File: src/rtl/rv_multicycle_ctrl.sv
// Multicycle RV32I control FSM: sequences fetch, decode, execute, memory
// access and write-back. It drives datapath strobes, guards memory waits
// with a timeout, counts retired instructions and traps on illegal opcodes
// or bus timeouts.
//
// Memory handshake: mem_req is held high for every cycle spent in FETCH or
// MEM. The memory completes by pulsing mem_ack for exactly one cycle. The
// request is accepted on the cycle where mem_req and mem_ack are both high,
// and the FSM leaves the wait state on the following edge. mem_ack seen in
// any other state is ignored.
module rv_multicycle_ctrl #(
  parameter int TIMEOUT = 255
) (
  input  logic        clk,
  input  logic        rst_n,
  input  logic [6:0]  opcode,
  input  logic [4:0]  rd,
  input  logic        branch_taken,
  input  logic        mem_ack,
  output logic        mem_req,
  output logic        mem_we,
  output logic        mem_addr_sel,
  output logic        ir_we,
  output logic        pc_we,
  output logic [1:0]  pc_sel,
  output logic        rf_we,
  output logic [1:0]  wb_sel,
  output logic [2:0]  state,
  output logic        trap,
  output logic [1:0]  trap_cause,
  output logic [31:0] instret
);

  localparam logic [2:0] S_BOOT   = 3'd0;
  localparam logic [2:0] S_FETCH  = 3'd1;
  localparam logic [2:0] S_DECODE = 3'd2;
  localparam logic [2:0] S_EXEC   = 3'd3;
  localparam logic [2:0] S_MEM    = 3'd4;
  localparam logic [2:0] S_WB     = 3'd5;
  localparam logic [2:0] S_TRAP   = 3'd7;

  localparam logic [6:0] OP_LUI    = 7'b0110111;
  localparam logic [6:0] OP_AUIPC  = 7'b0010111;
  localparam logic [6:0] OP_JAL    = 7'b1101111;
  localparam logic [6:0] OP_JALR   = 7'b1100111;
  localparam logic [6:0] OP_BRANCH = 7'b1100011;
  localparam logic [6:0] OP_LOAD   = 7'b0000011;
  localparam logic [6:0] OP_STORE  = 7'b0100011;
  localparam logic [6:0] OP_IMM    = 7'b0010011;
  localparam logic [6:0] OP_OP     = 7'b0110011;

  localparam logic [1:0] CAUSE_ILLEGAL = 2'b01;
  localparam logic [1:0] CAUSE_TIMEOUT = 2'b10;

  logic [2:0]  state_q;
  logic [2:0]  state_d;
  logic [6:0]  op_q;
  logic [4:0]  rd_q;
  logic [31:0] wait_cnt;
  logic [1:0]  cause_q;
  logic [1:0]  cause_d;
  logic [31:0] instret_q;
  logic        retire;
  logic        timed_out;
  logic        legal_op;

  assign state      = state_q;
  assign trap       = (state_q == S_TRAP);
  assign trap_cause = cause_q;
  assign instret    = instret_q;

  // A wait expires when the cycle just counted was the TIMEOUT-th without ack.
  assign timed_out = (TIMEOUT != 0) && (wait_cnt == 32'(TIMEOUT - 1));

  // Opcode legality is judged on the live decoder output during DECODE.
  always_comb begin
    legal_op = 1'b0;
    case (opcode)
      OP_LUI, OP_AUIPC, OP_JAL, OP_JALR, OP_BRANCH,
      OP_LOAD, OP_STORE, OP_IMM, OP_OP: legal_op = 1'b1;
      default:                          legal_op = 1'b0;
    endcase
  end

  // Next-state, strobe and retire decode for the current state.
  always_comb begin
    state_d      = state_q;
    cause_d      = cause_q;
    retire       = 1'b0;
    mem_req      = 1'b0;
    mem_we       = 1'b0;
    mem_addr_sel = 1'b0;
    ir_we        = 1'b0;
    pc_we        = 1'b0;
    pc_sel       = 2'b00;
    rf_we        = 1'b0;
    wb_sel       = 2'b00;
    case (state_q)
      S_BOOT: begin
        state_d = S_FETCH;
      end
      S_FETCH: begin
        mem_req = 1'b1;
        if (mem_ack) begin
          ir_we   = 1'b1;
          state_d = S_DECODE;
        end else if (timed_out) begin
          state_d = S_TRAP;
          cause_d = CAUSE_TIMEOUT;
        end
      end
      S_DECODE: begin
        if (legal_op) begin
          state_d = S_EXEC;
        end else begin
          state_d = S_TRAP;
          cause_d = CAUSE_ILLEGAL;
        end
      end
      S_EXEC: begin
        if (op_q == OP_BRANCH) begin
          pc_we   = 1'b1;
          pc_sel  = branch_taken ? 2'b01 : 2'b00;
          state_d = S_FETCH;
          retire  = 1'b1;
        end else if (op_q == OP_LOAD || op_q == OP_STORE) begin
          state_d = S_MEM;
        end else begin
          state_d = S_WB;
        end
      end
      S_MEM: begin
        mem_req      = 1'b1;
        mem_addr_sel = 1'b1;
        mem_we       = (op_q == OP_STORE);
        if (mem_ack) begin
          if (op_q == OP_STORE) begin
            pc_we   = 1'b1;
            pc_sel  = 2'b00;
            state_d = S_FETCH;
            retire  = 1'b1;
          end else begin
            state_d = S_WB;
          end
        end else if (timed_out) begin
          state_d = S_TRAP;
          cause_d = CAUSE_TIMEOUT;
        end
      end
      S_WB: begin
        rf_we = (rd_q != 5'd0);
        case (op_q)
          OP_LUI:           wb_sel = 2'b11;
          OP_LOAD:          wb_sel = 2'b01;
          OP_JAL, OP_JALR:  wb_sel = 2'b10;
          default:          wb_sel = 2'b00;
        endcase
        pc_we = 1'b1;
        case (op_q)
          OP_JAL:  pc_sel = 2'b01;
          OP_JALR: pc_sel = 2'b10;
          default: pc_sel = 2'b00;
        endcase
        state_d = S_FETCH;
        retire  = 1'b1;
      end
      S_TRAP: begin
        state_d = S_TRAP;
      end
      default: begin
        // Encoding 6 is never entered legitimately; treat it as corruption.
        state_d = S_TRAP;
        cause_d = CAUSE_ILLEGAL;
      end
    endcase
  end

  // State, trap cause and retired-instruction counter registers.
  always_ff @(posedge clk or negedge rst_n) begin
    if (!rst_n) begin
      state_q   <= S_BOOT;
      cause_q   <= 2'b00;
      instret_q <= 32'd0;
    end else begin
      state_q <= state_d;
      cause_q <= cause_d;
      if (retire) begin
        instret_q <= instret_q + 32'd1;
      end
    end
  end

  // Wait counter: restarts on every state change, counts ack-less wait cycles.
  always_ff @(posedge clk or negedge rst_n) begin
    if (!rst_n) begin
      wait_cnt <= 32'd0;
    end else if (state_d != state_q) begin
      wait_cnt <= 32'd0;
    end else if (state_q == S_FETCH || state_q == S_MEM) begin
      wait_cnt <= wait_cnt + 32'd1;
    end
  end

  // Capture the decoded instruction fields while in DECODE.
  always_ff @(posedge clk or negedge rst_n) begin
    if (!rst_n) begin
      op_q <= 7'd0;
      rd_q <= 5'd0;
    end else if (state_q == S_DECODE) begin
      op_q <= opcode;
      rd_q <= rd;
    end
  end

endmodule

File: config.mk
export PLATFORM = sky130hd
export DESIGN_NAME = rv_multicycle_ctrl
export DESIGN_NICKNAME = d
export VERILOG_FILES = /design/src/rtl/rv_multicycle_ctrl.sv
export SDC_FILE = /design/constraint.sdc
export NUM_CORES = 1
export LEC_CHECK = 0
export ABC_AREA = 1
export BUFFER_PORTS_ARGS = -buffer_cell sky130_fd_sc_hd__buf_2
export CORE_ASPECT_RATIO = 0.7
export CORE_MARGIN = 1.5
export CORE_UTILIZATION = 50
export DETAILED_ROUTE_END_ITERATION = 8
export GPL_ROUTABILITY_DRIVEN = 0
export PLACE_DENSITY = 0.73
export SLEW_MARGIN = 20
export SYNTH_ARGS = -nofsm -noshare
export SYNTH_HDL_FRONTEND = slang
export SYNTH_SLANG_ARGS = --single-unit
File: constraint.sdc
create_clock -name clk -period 1.8 [get_ports clk]
set_input_delay 0.45 -clock clk [delete_from_list [all_inputs] [get_ports clk]]
set_output_delay 0.45 -clock clk [all_outputs]
set_load 0.03 [all_outputs]
Yosys cells after proc, flatten, opt, wreduce, memory -nomap -nowiden
Index checks and enable logic that the tools add are counted.
- add/subtract/negate cells: 2
- equal/unequal tests: 26
- muxes and demuxes: 31
- bitwise operators: 1
- reductions and logical operators: 11
- operator list (kind ; count):
    $add A32 B1 Y32 const B ; 2
    $mux W32 ; 2
    $eq A7 B7 Y1 const B ; 6
    $eq A7 B6 Y1 const B ; 5
    $eq A32 B8 Y1 const B ; 1
    $mux W3 ; 6
    $pmux W3 S5 ; 1
    $eq A7 B2 Y1 const B ; 2
    $eq A7 B5 Y1 const B ; 2
    $mux W1 ; 13
    $pmux W2 S3 ; 2
    $eq A3 B3 Y1 const B ; 3
    $reduce_or A9 Y1 ; 1
    $mux W2 ; 4
    $pmux W2 S2 ; 2
    $eq A3 B2 Y1 const B ; 2
    $reduce_or A2 Y1 ; 3
    $reduce_bool A5 Y1 ; 1
    $ne A2 B2 Y1 const B ; 2
    $reduce_and A4 Y1 ; 1
    $reduce_or A4 Y1 ; 1
    $eq A3 B1 Y1 const B ; 1
    $logic_not A3 Y1 ; 1
    $ne A3 B3 Y1 ; 1
    5 further kinds ; 6
- flip-flop bits (word level): 81
- input port bits: 16
- output and inout bits: 48
- word-level logic and storage cells: 77

Depth between registers and ports, before layout
Gate-level depths: netlist of run 1.
- depth in word-level cells: 7
- gate-level depth with buffers: 16
- depth with buffers taken out: 16

Worst setup path before layout of run 1
No wires, ideal clock.
- path kind: reg-to-output
- start point: reg state_q[2], in the netlist state[2]
- end point: out pc_we
- arrival time: 1.685 ns
- data required time: 1.350 ns
- slack: -0.335 ns
- cell stages (with the launch flop): 8
- path buffers: 4
- cells stage by stage: dfrtp_1 buf_2 nand3_2 or2_1 buf_6 nand2_4 buf_6 buf_2
- word-level cells in the longest chain between the ends: 2
- elaborated cells on any way between the ends: 4
- classes of those cells: 3 x eq/ne; 1 x mux
- RTL lines (item ; RTL line ; text):
    start, declared ; 55 ; logic [2:0] state_q;
    start signal, assigned ; 185 ; state_q <= state_d;
    $eq A3 B3 Y1 / $eq A3 B2 Y1 (equally long branches) ; 98 ; case (state_q)
    $pmux W1 S3 (*) ; 98 ;
    end, declared ; 24 ; output logic pc_we,
Every way passes the cells marked *; elsewhere a longest branch is shown, timed or not.

Worst setup path in the final report of run 1
- start point: reg op_q[4]
- end point: out wb_sel[0]
- word-level cells in the longest chain between the ends: 4
- elaborated cells on any way between the ends: 7
- classes of those cells: 4 x eq/ne; 2 x mux; 1 x reduce/logical
- RTL lines (item ; RTL line ; text):
    start, declared ; 57 ; logic [6:0] op_q;
    start signal, assigned ; 210 ; op_q <= opcode;
    $eq A7 B7 Y1 ; 152 ; case (op_q)
    $reduce_or A2 Y1 ; 152 ;
    $pmux W2 S3 (*) ; 152 ;
    $mux W2 (*) ; 98 ;
    end, declared ; 27 ; output logic [1:0] wb_sel,
Marks and branches as above.

==> metrics.md, run 1 <==
| Metric | Value |
|---|---|
| Worst slew pin tran | `480.7 ps` |
| Total GRT Usage | `0.2869` |
| Fin. Hold Viols | `0` |
| Root buffer cell | `clkbuf_16` |
| Synth area leaders | `dfrtp_1 (42%), nand2_1 (13%), xor2_1 (7.4%)` |
| Lkg Pwr | `3.320 nW` |
| Vias per cell | `5.494` |
| Register area share after synthesis | `0.4177` |
| Layout fillers | `575` |
| Mux cell area share after synthesis | `0.02089` |
| Initial antenna violation count | `0` |
| Sink Count | `81` |
| CTS tree | `built` |
| Post-synth top area share | `0.4177` |
| Hpwl dp | `9466 um` |
| Hold_buf cts | `0` |
| Multi-input gate area | `3015 um^2` |
| Ys flop type | `dfrtp_1` |
| Cells after synthesis | `636` |
| Post-synth EDFFs | `0` |
| Vias | `5142` |
| CP Class | `reg -> out` |
| Syn Area/Cell | `7.629 um^2` |
| Syn_nets | `655` |
| Die Wd | `120.7 um` |
| FFs w/ async S/R, synth | `1.000` |
| Grt ovf | `0` |
| Synthesized cell area | `4852 um^2` |
| Synth warn | `0` |
| Die Ht | `85.42 um` |
| Area share of and/or/nand/nor cells after synthesis | `0.3435` |
| Reg area | `2033 um^2` |
| Starting density of the core | `0.5244` |
| Synth unique cells | `33` |
| Crit path required time | `1350 ps` |
| # setup viols final | `73` |
| Total die area | `10310 um^2` |
| P&R area growth vs syn | `49.85%` |
| Pwr Density | `1384 nW/um^2` |
| Critical Path AT | `1790 ps` |
| Fmax | `446.9 MHz` |
| Synth Area in Compound Gates | `0.03894` |
| Fin crit period | `2238 ps` |
| Core Area | `9253 um^2` |
| CTS buffer count | `9` |
| Failing checks | `setup timing` |
| XOR/XNOR Fraction of Synth Area | `0.09747` |
| Setup ws final | `-437.8 ps` |
| DRT Wirelength | `15600 um` |
| Fin nets | `826` |
| Clk pin slew, worst setup/hold paths | `60 ps` |
| First-pass GRT wire length | `23160 um` |
| Drt drc | `0` |
| CTS max path bufs | `2` |
| Critical Path Start Type | `register` |
| TNS Setup | `-17690 ps` |
| Count of buffers from port buffering | `63` |
| TritonRoute pass-1 iters | `5` |
| Number of diodes | `0` |
| Crit Path Max Fanout | `3` |
| Row Count | `29` |
| Worst skew pair latency | `340 ps` |
| Share of post-route cells with drive strength above 1 | `0.3929` |
| MaxCap Viol Count | `0` |
| Worst R2R Start | `op_q[1]` |
| Vias in the first global route | `4843` |
| I/O pin count | `64` |
| Largest family of logic cells by synthesized area | `simple AND/OR/NAND/NOR gates` |
| Final ANT Viol Nets | `0` |
| Hold WC Path Type | `in -> async` |
| Max Slew Vio Count | `0` |
| Pwr Total | `0.01007 W` |
| RSZ-0062 raised after global routing | `yes` |
| Pin count of the biggest net entering global routing | `82` |
| Synth Area in Adders | `0.007736` |
| H-Tree Depth | `3` |
| Fin crit share | `1.243` |
| Crit path launch | `op_q[4]` |
| Worst vdd ir | `1347 uV` |
| Slew HR | `0.6771` |
| Dominant cell type by area after synthesis | `dfrtp_1` |
| Outcome | `finished, violations left` |
| R2R Setup Slk | `-390 ps` |
| Clk_skew | `5.517 ps` |
| Number of DRC markers after the initial detailed-route iteration | `400` |
| Crit. End Element | `primary output` |
| WL per Instance | `16.67 um` |
| #FFs+latches synth | `81` |
[worst max-delay path, cell delays in order (launching register included)]
cell and delay, ps:
dfrtp_1 440, inv_1 110, or4_4 600, a21oi_4 170, buf_6 140
[report_power, final]
group	total [W]	internal, W	switching (W)
logic	0.00549	0.00247	0.00302
registers	0.00245	0.00212	0.000332
clock network	0.00212	0.00136	0.000758
total	0.0101	0.00595	0.00411
[logic make-up after synthesis]
| family | after synthesis |
|---|---|
| compound gates | 37 |
| fa+ha+maj | 3 |
| flops | 81 |
| mux | 9 |
| simple gates | 363 |
| buf+inv | 89 |
| xor+xnor | 54 |
[state kept, by name, summed over array words and instances (netlist names)]
signal,cells
rd_q,5
op_q,7
instret,32
trap_cause,2
state,3
wait_cnt,32
[layer usage]
| metal | up-vias | track usage | wire [um] |
|---|---|---|---|
| li1 | 2389 | - | - |
| met1 | 2455 | 0.3979 | 6599 |
| met2 | 252 | 0.4308 | 7314 |
| met3 | 46 | 0.08535 | 1371 |
| met4 | 0 | 0.09733 | 317 |
| met5 | - | 0 | 0 |
[worst paths after layout]
path                                  to  depth (start not counted)
min reg2reg                trap_cause[0]                          2
min                          wait_cnt[5]                          2
max reg2reg                 wait_cnt[15]                         17
max                            wb_sel[0]                          4
min in group clk                 rd_q[4]                          2
max in group asynchronous     instret[0]                          2
[through the flow]
step	hold WS [ps]	utilization	setup WS [ps]	area, um^2	std cells
after floorplan	154.4	-	-120.1	4950	636
after global placement	463.8	0.6387	-68.39	5909	884
after detailed placement	469.7	0.6387	-149.7	5909	884
after CTS	161.1	0.7429	-369.0	6874	926
after global routing	181.1	0.7858	-494.0	7271	936
final	144.8	0.7858	-437.8	7271	936
[cells in the mapped netlist (3+ instances only)]
cell type,instances
nand4_1,21
mux2_2,9
ha_1,3
nor2_2,8
nand3_1,28
xor2_1,41
nand3_2,6
nor2_1,89
nor3_1,21
nor4_1,9
inv_1,76
nand2_1,163
buf_2,7
dfrtp_1,81
a21oi_1,8
o21ai_0,27
xnor2_1,13
[placed cells by master, fill, tap and decap left out, types with 9 or more instances in the layout]
cell / instances
nor2_1: 49
xor2_1: 41
inv_1: 71
xnor2_1: 11
nor2_4: 29
clkbuf_16: 9
dfrtp_1: 76
buf_4: 77
nor3_1: 19
nor2_2: 19
nand4_1: 21
o21ai_0: 13
buf_6: 33
o21ai_1: 13
nand3_2: 9
buf_2: 50
nand2_1: 139
nand3_1: 21
nand2_2: 21
[repair_timing]
action                                  4_1_cts  5_1_grt
buffers inserted                             21       15
cloned                                        5        0
endpoints found under the setup margin       56       77
pin swaps                                    22       29
resized for setup                            97      104
[layout make-up]
cell class | instances | area share
Sequential cell | 81 | 0.2796
Timing Repair Buffer | 171 | 0.1960
Multi-Input combinational cell | 466 | 0.4147
Inverter | 78 | 0.04096
Tap cell | 124 | 0.02134
Clock inverter | 6 | 0.01583
Clock buffer | 10 | 0.03149
Note: power is estimated with default switching activity, not from simulation.
==> inputs of run 2 (changes only) <==
--- a/config.mk
+++ b/config.mk
@@ -5,14 +5,15 @@
 export SDC_FILE = /design/constraint.sdc
 export NUM_CORES = 1
 export LEC_CHECK = 0
-export ABC_AREA = 1
+export ABC_AREA = 0
 export BUFFER_PORTS_ARGS = -buffer_cell sky130_fd_sc_hd__buf_2
+export CAP_MARGIN = 5
 export CORE_ASPECT_RATIO = 0.7
 export CORE_MARGIN = 1.5
 export CORE_UTILIZATION = 50
 export DETAILED_ROUTE_END_ITERATION = 8
 export GPL_ROUTABILITY_DRIVEN = 0
-export PLACE_DENSITY = 0.73
+export PLACE_DENSITY = 0.74
 export SLEW_MARGIN = 20
 export SYNTH_ARGS = -nofsm -noshare
 export SYNTH_HDL_FRONTEND = slang
==> run 2 against run 1 <==
Effect of this change:
- the flow still finishes with violations (setup timing)
- worst setup slack worse by 170 ps
- core utilization up 2.3 points
- via count down 7.5%
- die area down 7.8%
- non-clock buffer count up 22
- critical path depth up 1
- sequential cell count unchanged
- critical endpoint is now pc_sel[0]
==> metrics.md, run 2 <==
| Metric | Value |
|---|---|
| Post-synth top cells | `dfrtp_1 (81), nor3_1 (52), xnor2_1 (47)` |
| H-Tree Depth | `3` |
| Worst vdd ir | `695.3 uV` |
| Worst slew pin tran | `909.5 ps` |
| Row Count | `28` |
| Total die area | `9511 um^2` |
| Cells after synthesis | `439` |
| Hold WC Path Type | `in -> async` |
| Core Area | `8548 um^2` |
| CTS max path bufs | `2` |
| Cell chain of the critical path | `nand3b_1 > or3_1 > mux2_4 > nor3b_4 > buf_6` |
| Synthesized cell area | `4463 um^2` |
| MaxCap Viol Count | `0` |
| Clock power frac | `0.454` |
| Post-Layout Inst Area | `6914 um^2` |
| Lkg Pwr | `3.303 nW` |
| Initial antenna violation count | `0` |
| Share of post-route cells with drive strength above 1 | `0.5224` |
| Root buffer cell | `clkbuf_16` |
| Final non-filler cell total | `744` |
| Reg-to-Reg End | `wait_cnt[7]` |
| Starting density of the core | `0.5221` |
| Clk_skew | `9.501 ps` |
| Reg2reg path depth | `7` |
| Max stage delay on crit path | `380 ps` |
| TritonRoute pass-1 iters | `5` |
| Number of DRC markers after the initial detailed-route iteration | `710` |
| Crit Path Max Fanout | `2` |
| # setup viols final | `80` |
| Register area share after synthesis | `0.4542` |
| Power share of the sequential group | `0.478` |
| Fin crit share | `1.336` |
| Worst skew pair latency | `350 ps` |
| Synth area leaders | `dfrtp_1 (45%), xnor2_1 (9.2%), nor3_1 (5.8%)` |
| CP delay by family, top | `simple AND/OR/NAND/NOR gates` |
| Number of diodes | `0` |
| R2R Setup Slk | `-540 ps` |
| Net Sw Frac | `0.2557` |
| Fmax | `415.7 MHz` |
| Crit-path slowest cell | `dfrtp_1` |
| Crit. End Element | `primary output` |
| I/O pin count | `64` |
| Final ANT Viol Nets | `0` |
| Syn Area/Cell | `10.17 um^2` |
| Ys flop type | `dfrtp_1` |
| Sink Count | `81` |
| Final Util | `0.8088` |
| Syn_nets | `458` |
| Comb power frac | `0.068` |
| Outcome | `finished, violations left` |
| DRT Wirelength | `17370 um` |
| FFs w/ async S/R, synth | `1.000` |
| TNS Setup | `-24990 ps` |
| Vias per cell | `6.395` |
| Grt ovf | `0` |
| CTS buffer count | `9` |
| Synth unique cells | `57` |
| RSZ-0062 raised after global routing | `yes` |
| Post-synth top area share | `0.4542` |
| Placed cells | `697` |
| Hpwl dp | `8325 um` |
| Dominant cell type by area after synthesis | `dfrtp_1` |
| Vias | `4758` |
| Layout fillers | `462` |
| Most frequent cells in the layout | `buf_4 (105), dfrtp_1 (78), buf_2 (51)` |
| Buf+Inv Stages, Crit Path | `1` |
| CTS tree | `built` |
| Fin crit period | `2405 ps` |
| Critical Path AT | `1960 ps` |
| Drt drc | `0` |
| Clk pin slew, worst setup/hold paths | `70 ps` |
| Int Power | `0.002917 W` |
| Fin. Hold Viols | `0` |
| Total GRT Usage | `0.3344` |
| Synth warn | `0` |
| Top-count cell post-synth | `dfrtp_1` |
| Sw power | `0.001002 W` |
| Die Wd | `115.9 um` |
| Vias in the first global route | `4438` |
| #FFs+latches synth | `81` |
| CP Class | `reg -> out` |
| Pwr Density | `566.9 nW/um^2` |
| Pin count of the biggest net entering global routing | `31` |
| Failing checks | `setup timing` |
| Max Slew Vio Count | `0` |
| Dpl ws | `-284.6 ps` |
| Setup ws final | `-605.4 ps` |
| Most common cell after layout, fill and taps aside | `buf_4` |
| Worst R2R Start | `wait_cnt[16]` |
| Die Ht | `82.05 um` |
| Post-placement cell area | `5811 um^2` |
| Count of buffers from port buffering | `63` |
| Slew HR | `0.3922` |
| First-pass GRT wire length | `23930 um` |
| Post-synth EDFFs | `0` |
| Crit path required time | `1350 ps` |
| Critical Path Start Type | `register` |
| WL per Instance | `23.34 um` |
| P&R area growth vs syn | `54.92%` |
| Fin nets | `638` |
==> run 2: changes by cell type in the layout (fill, tap and decap cells not counted), moves of 28 or more <==
| cell | change |
|---|---|
| buf_4 | +28 |
| inv_1 | -62 |
| nand2_1 | -112 |
| nor2_1 | -31 |
| xnor2_1 | +33 |
==> run 2: cell families (layout without fill, tap and decap cells) <==
| kind of cell | count (synthesis) | after routing | share of synthesized area |
|---|---|---|---|
| flops | 81 | 81 | 0.4542 |
| simple gates | 220 | 220 | 0.2803 |
| buf+inv | 35 | 220 | 0.05159 |
| mux | 14 | 14 | 0.03504 |
| xor+xnor | 63 | 63 | 0.1236 |
| fa+ha+maj | 3 | 3 | 0.008411 |
| compound gates | 23 | 23 | 0.04682 |
==> run 2: through the flow <==
stage | hold WS (ps) | total power [W]
2_1_floorplan | 154.4 | 0.001996
3_3_place_gp | 419.5 | 0.002128
3_5_place_dp | 422.0 | 0.002136
4_1_cts | 62.20 | 0.003871
5_1_grt | 83.42 | 0.004031
6_report | 49.90 | 0.003920
==> run 2: final cells by class <==
| cell class | count | area [um^2] | share of cell area |
|---|---|---|---|
| Inverter | 11 | 43.79 | 0.006334 |
| Tap cell | 120 | 150.1 | 0.02172 |
| Clock buffer | 9 | 225.2 | 0.03257 |
| Multi-Input combinational cell | 323 | 2843 | 0.4111 |
| Timing Repair Buffer | 193 | 1569 | 0.2269 |
| Clock inverter | 7 | 52.55 | 0.007600 |
| Sequential cell | 81 | 2031 | 0.2937 |
==> run 2: layer usage <==
layer / vias up / global-route usage / wire length, um
li1: 1938 / - / -
met3: 138 / 0.07232 / 1473
met2: 378 / 0.5506 / 8034
met5: - / 0 / 0
met1: 2304 / 0.4280 / 6690
met4: 0 / 0.1488 / 1169
==> run 2: how the worst max path moves through the flow <==
stage | from | endpoint | slack, ps | depth (start not counted)
6_report | op_q[2] | pc_sel[0] | -610 | 5
2_1_floorplan | state[0] | pc_we | -490 | 6
3_3_place_gp | op_q[2] | pc_sel[0] | -220 | 5
3_5_place_dp | wait_cnt[0] | wait_cnt[15] | -280 | 8
5_1_grt | state[1] | pc_sel[0] | -650 | 5
4_1_cts | state[2] | pc_sel[0] | -520 | 6
==> run 2: power groups by stage <==
stage	clock [W]	combinational, W	sequential [W]
6_report	0.00178	0.000265	0.00188
5_1_grt	0.00187	0.000288	0.00188
4_1_cts	0.00175	0.000247	0.00187
2_1_floorplan	0	0.0000802	0.00192
3_3_place_gp	0	0.000225	0.00190
3_5_place_dp	0	0.000233	0.00190
==> run 2: repair_timing <==
item,CTS,global route
endpoints found under the hold margin,0,0
buffers inserted,24,15
endpoints found under the setup margin,73,91
pin swaps,34,33
hold buffers,0,0
resized for setup,84,42
gates cloned,4,0
==> inputs of run 3 (changes only) <==
--- a/config.mk
+++ b/config.mk
@@ -10,10 +10,11 @@
 export CAP_MARGIN = 5
 export CORE_ASPECT_RATIO = 0.7
 export CORE_MARGIN = 1.5
-export CORE_UTILIZATION = 50
+export CORE_UTILIZATION = 52
 export DETAILED_ROUTE_END_ITERATION = 8
 export GPL_ROUTABILITY_DRIVEN = 0
-export PLACE_DENSITY = 0.74
+export MAX_ROUTING_LAYER = met4
+export PLACE_DENSITY = 0.76
 export SLEW_MARGIN = 20
 export SYNTH_ARGS = -nofsm -noshare
 export SYNTH_HDL_FRONTEND = slang
==> run 3 against run 2 <==
Effect of this change:
- the run still ends with setup timing left
- count of clock-buffer cells in the layout up 1
- final area up 0.31%
- final cell count down 2.0%
- non-clock buffer count unchanged
- worst hold slack worse by 13 ps
- worst setup slack better by 52 ps
- clock power up 4%
- sequential share of layout area down 0.090 points
- die area down 3.7%
- sequential power about the same
- register-to-register slack about the same
==> metrics.md, run 3 (synthesized netlist as in run 2, its figures left out) <==
| Metric | Value |
|---|---|
| CTS tree | `built` |
| Critical Path Start Type | `register` |
| Clk pin slew, worst setup/hold paths | `60 ps` |
| Fin nets | `638` |
| Number of DRC markers after the initial detailed-route iteration | `368` |
| Placed cells | `685` |
| Net Sw Frac | `0.2545` |
| Total die area | `9156 um^2` |
| Outcome | `finished, violations left` |
| Crit. End Element | `primary output` |
| Fin. Hold Viols | `0` |
| Crit Path Max Fanout | `4` |
| Initial antenna violation count | `0` |
| CP delay by family, top | `simple AND/OR/NAND/NOR gates` |
| Comb power frac | `0.065` |
| Critical Path AT | `1900 ps` |
| Crit path required time | `1350 ps` |
| DRT Wirelength | `15520 um` |
| Cell chain of the critical path | `buf_6 > nor3b_4 > and4_4 > a22oi_4 > inv_4 > buf_6` |
| Die Wd | `113.7 um` |
| Hold WC Path Type | `in -> async` |
| RSZ-0062 raised after global routing | `yes` |
| Vias per cell | `6.137` |
| Worst vdd ir | `728.4 uV` |
| Final non-filler cell total | `729` |
| I/O pin count | `64` |
| Core Area | `8373 um^2` |
| Clk_skew | `11.92 ps` |
| Starting density of the core | `0.5330` |
| Clock power frac | `0.465` |
| Sink Count | `81` |
| Buf+Inv Stages, Crit Path | `3` |
| TNS Setup | `-25430 ps` |
| Max stage delay on crit path | `460 ps` |
| Lkg Pwr | `3.302 nW` |
| Final Util | `0.8283` |
| Number of diodes | `0` |
| Total GRT Usage | `0.3301` |
| First-pass GRT wire length | `22550 um` |
| Vias in the first global route | `4506` |
| P&R area growth vs syn | `55.40%` |
| Vias | `4474` |
| CTS max path bufs | `2` |
| Crit path launch | `state[1]` |
| Worst slew pin tran | `845.4 ps` |
| TritonRoute pass-1 iters | `5` |
| H-Tree Depth | `3` |
| Pin count of the biggest net entering global routing | `35` |
| Sw power | `0.001014 W` |
| Worst R2R Start | `wait_cnt[8]` |
| CTS buffer count | `9` |
| Root buffer cell | `clkbuf_16` |
| WL per Instance | `21.29 um` |
| Grt ovf | `0` |
| Hpwl dp | `8472 um` |
| Pwr Density | `574.5 nW/um^2` |
| Share of post-route cells with drive strength above 1 | `0.5272` |
| Power share of the sequential group | `0.471` |
| MaxCap Viol Count | `0` |
| # setup viols final | `82` |
| Final ANT Viol Nets | `0` |
| Most frequent cells in the layout | `buf_4 (95), dfrtp_1 (78), buf_2 (51)` |
| Die Ht | `80.51 um` |
| Fmax | `424.9 MHz` |
| Hold slack | `36.82 ps` |
| Drt drc | `0` |
| Row Count | `28` |
| Crit-path slowest cell | `dfrtp_2` |
| Fin crit share | `1.307` |
| Int Power | `0.002971 W` |
| Setup ws final | `-553.3 ps` |
| Worst skew pair latency | `350 ps` |
| Most common cell after layout, fill and taps aside | `buf_4` |
| CP Class | `reg -> out` |
| Failing checks | `setup timing` |
| Hold_buf cts | `0` |
| Most used cell, CP | `buf_6` |
| Count of buffers from port buffering | `63` |
| Fin crit period | `2353 ps` |
| Max Slew Vio Count | `0` |
| Slew HR | `0.4350` |
==> run 3: final timing paths <==
kind                               end  slack, ps  cells past startpoint
max                              pc_we       -550                      6
min                        wait_cnt[6]         40                      1
max reg2reg                wait_cnt[7]       -530                      7
min reg2reg                 instret[9]        510                      1
max in group asynchronous  instret[11]       1230                      2
min in group clk               rd_q[1]        330                      2
==> run 3: metrics by stage <==
| stage | instance area [um^2] | setup slack, ps | power (W) |
|---|---|---|---|
| after floorplan | 4731 | -492.5 | 0.001996 |
| after global placement | 5789 | -204.9 | 0.002127 |
| after detailed placement | 5789 | -280.3 | 0.002136 |
| after CTS | 6633 | -507.6 | 0.003968 |
| after global routing | 6935 | -600.6 | 0.004076 |
| final | 6935 | -553.3 | 0.003985 |
==> run 3: layout make-up <==
type / count / area (um^2)
multi-input combinational: 323 / 2806
sequential: 81 / 2031
tap: 105 / 131.4
clock inverter: 6 / 55.05
timing repair buffer: 193 / 1629
inverter: 11 / 43.79
fill: 404 / 1438
clock buffer: 10 / 239.0
==> run 3: worst reg2reg max path, delay by kind of cell (launching register included) <==
| kind | cells | cell delay [ps] |
|---|---|---|
| buf+inv | 2 | 300 |
| compound gates | 1 | 370 |
| flops | 1 | 400 |
| simple gates | 4 | 1160 |
==> run 3: what timing repair did <==
action,CTS,global route
setup buffers,19,12
setup endpoints to repair,74,80
hold endpoints to repair,0,0
pin swaps,33,28
gates resized for setup,77,54
gates cloned,3,3
==> run 3: metal layers <==
layer / vias up / track usage / wire (um)
met4: 0 / 0.1363 / 563
met2: 242 / 0.5289 / 7686
li1: 1944 / - / -
met5: - / - / 0
met1: 2229 / 0.4110 / 6237
met3: 59 / 0.07245 / 1031
==> run 3: power groups by stage <==
stage	Sequential (W)	Clock (W)	Combinational [W]
2_1_floorplan	0.00192	0	0.0000802
3_3_place_gp	0.00190	0	0.000224
3_5_place_dp	0.00190	0	0.000233
6_report	0.00188	0.00185	0.000258
5_1_grt	0.00188	0.00192	0.000279
4_1_cts	0.00187	0.00186	0.000241
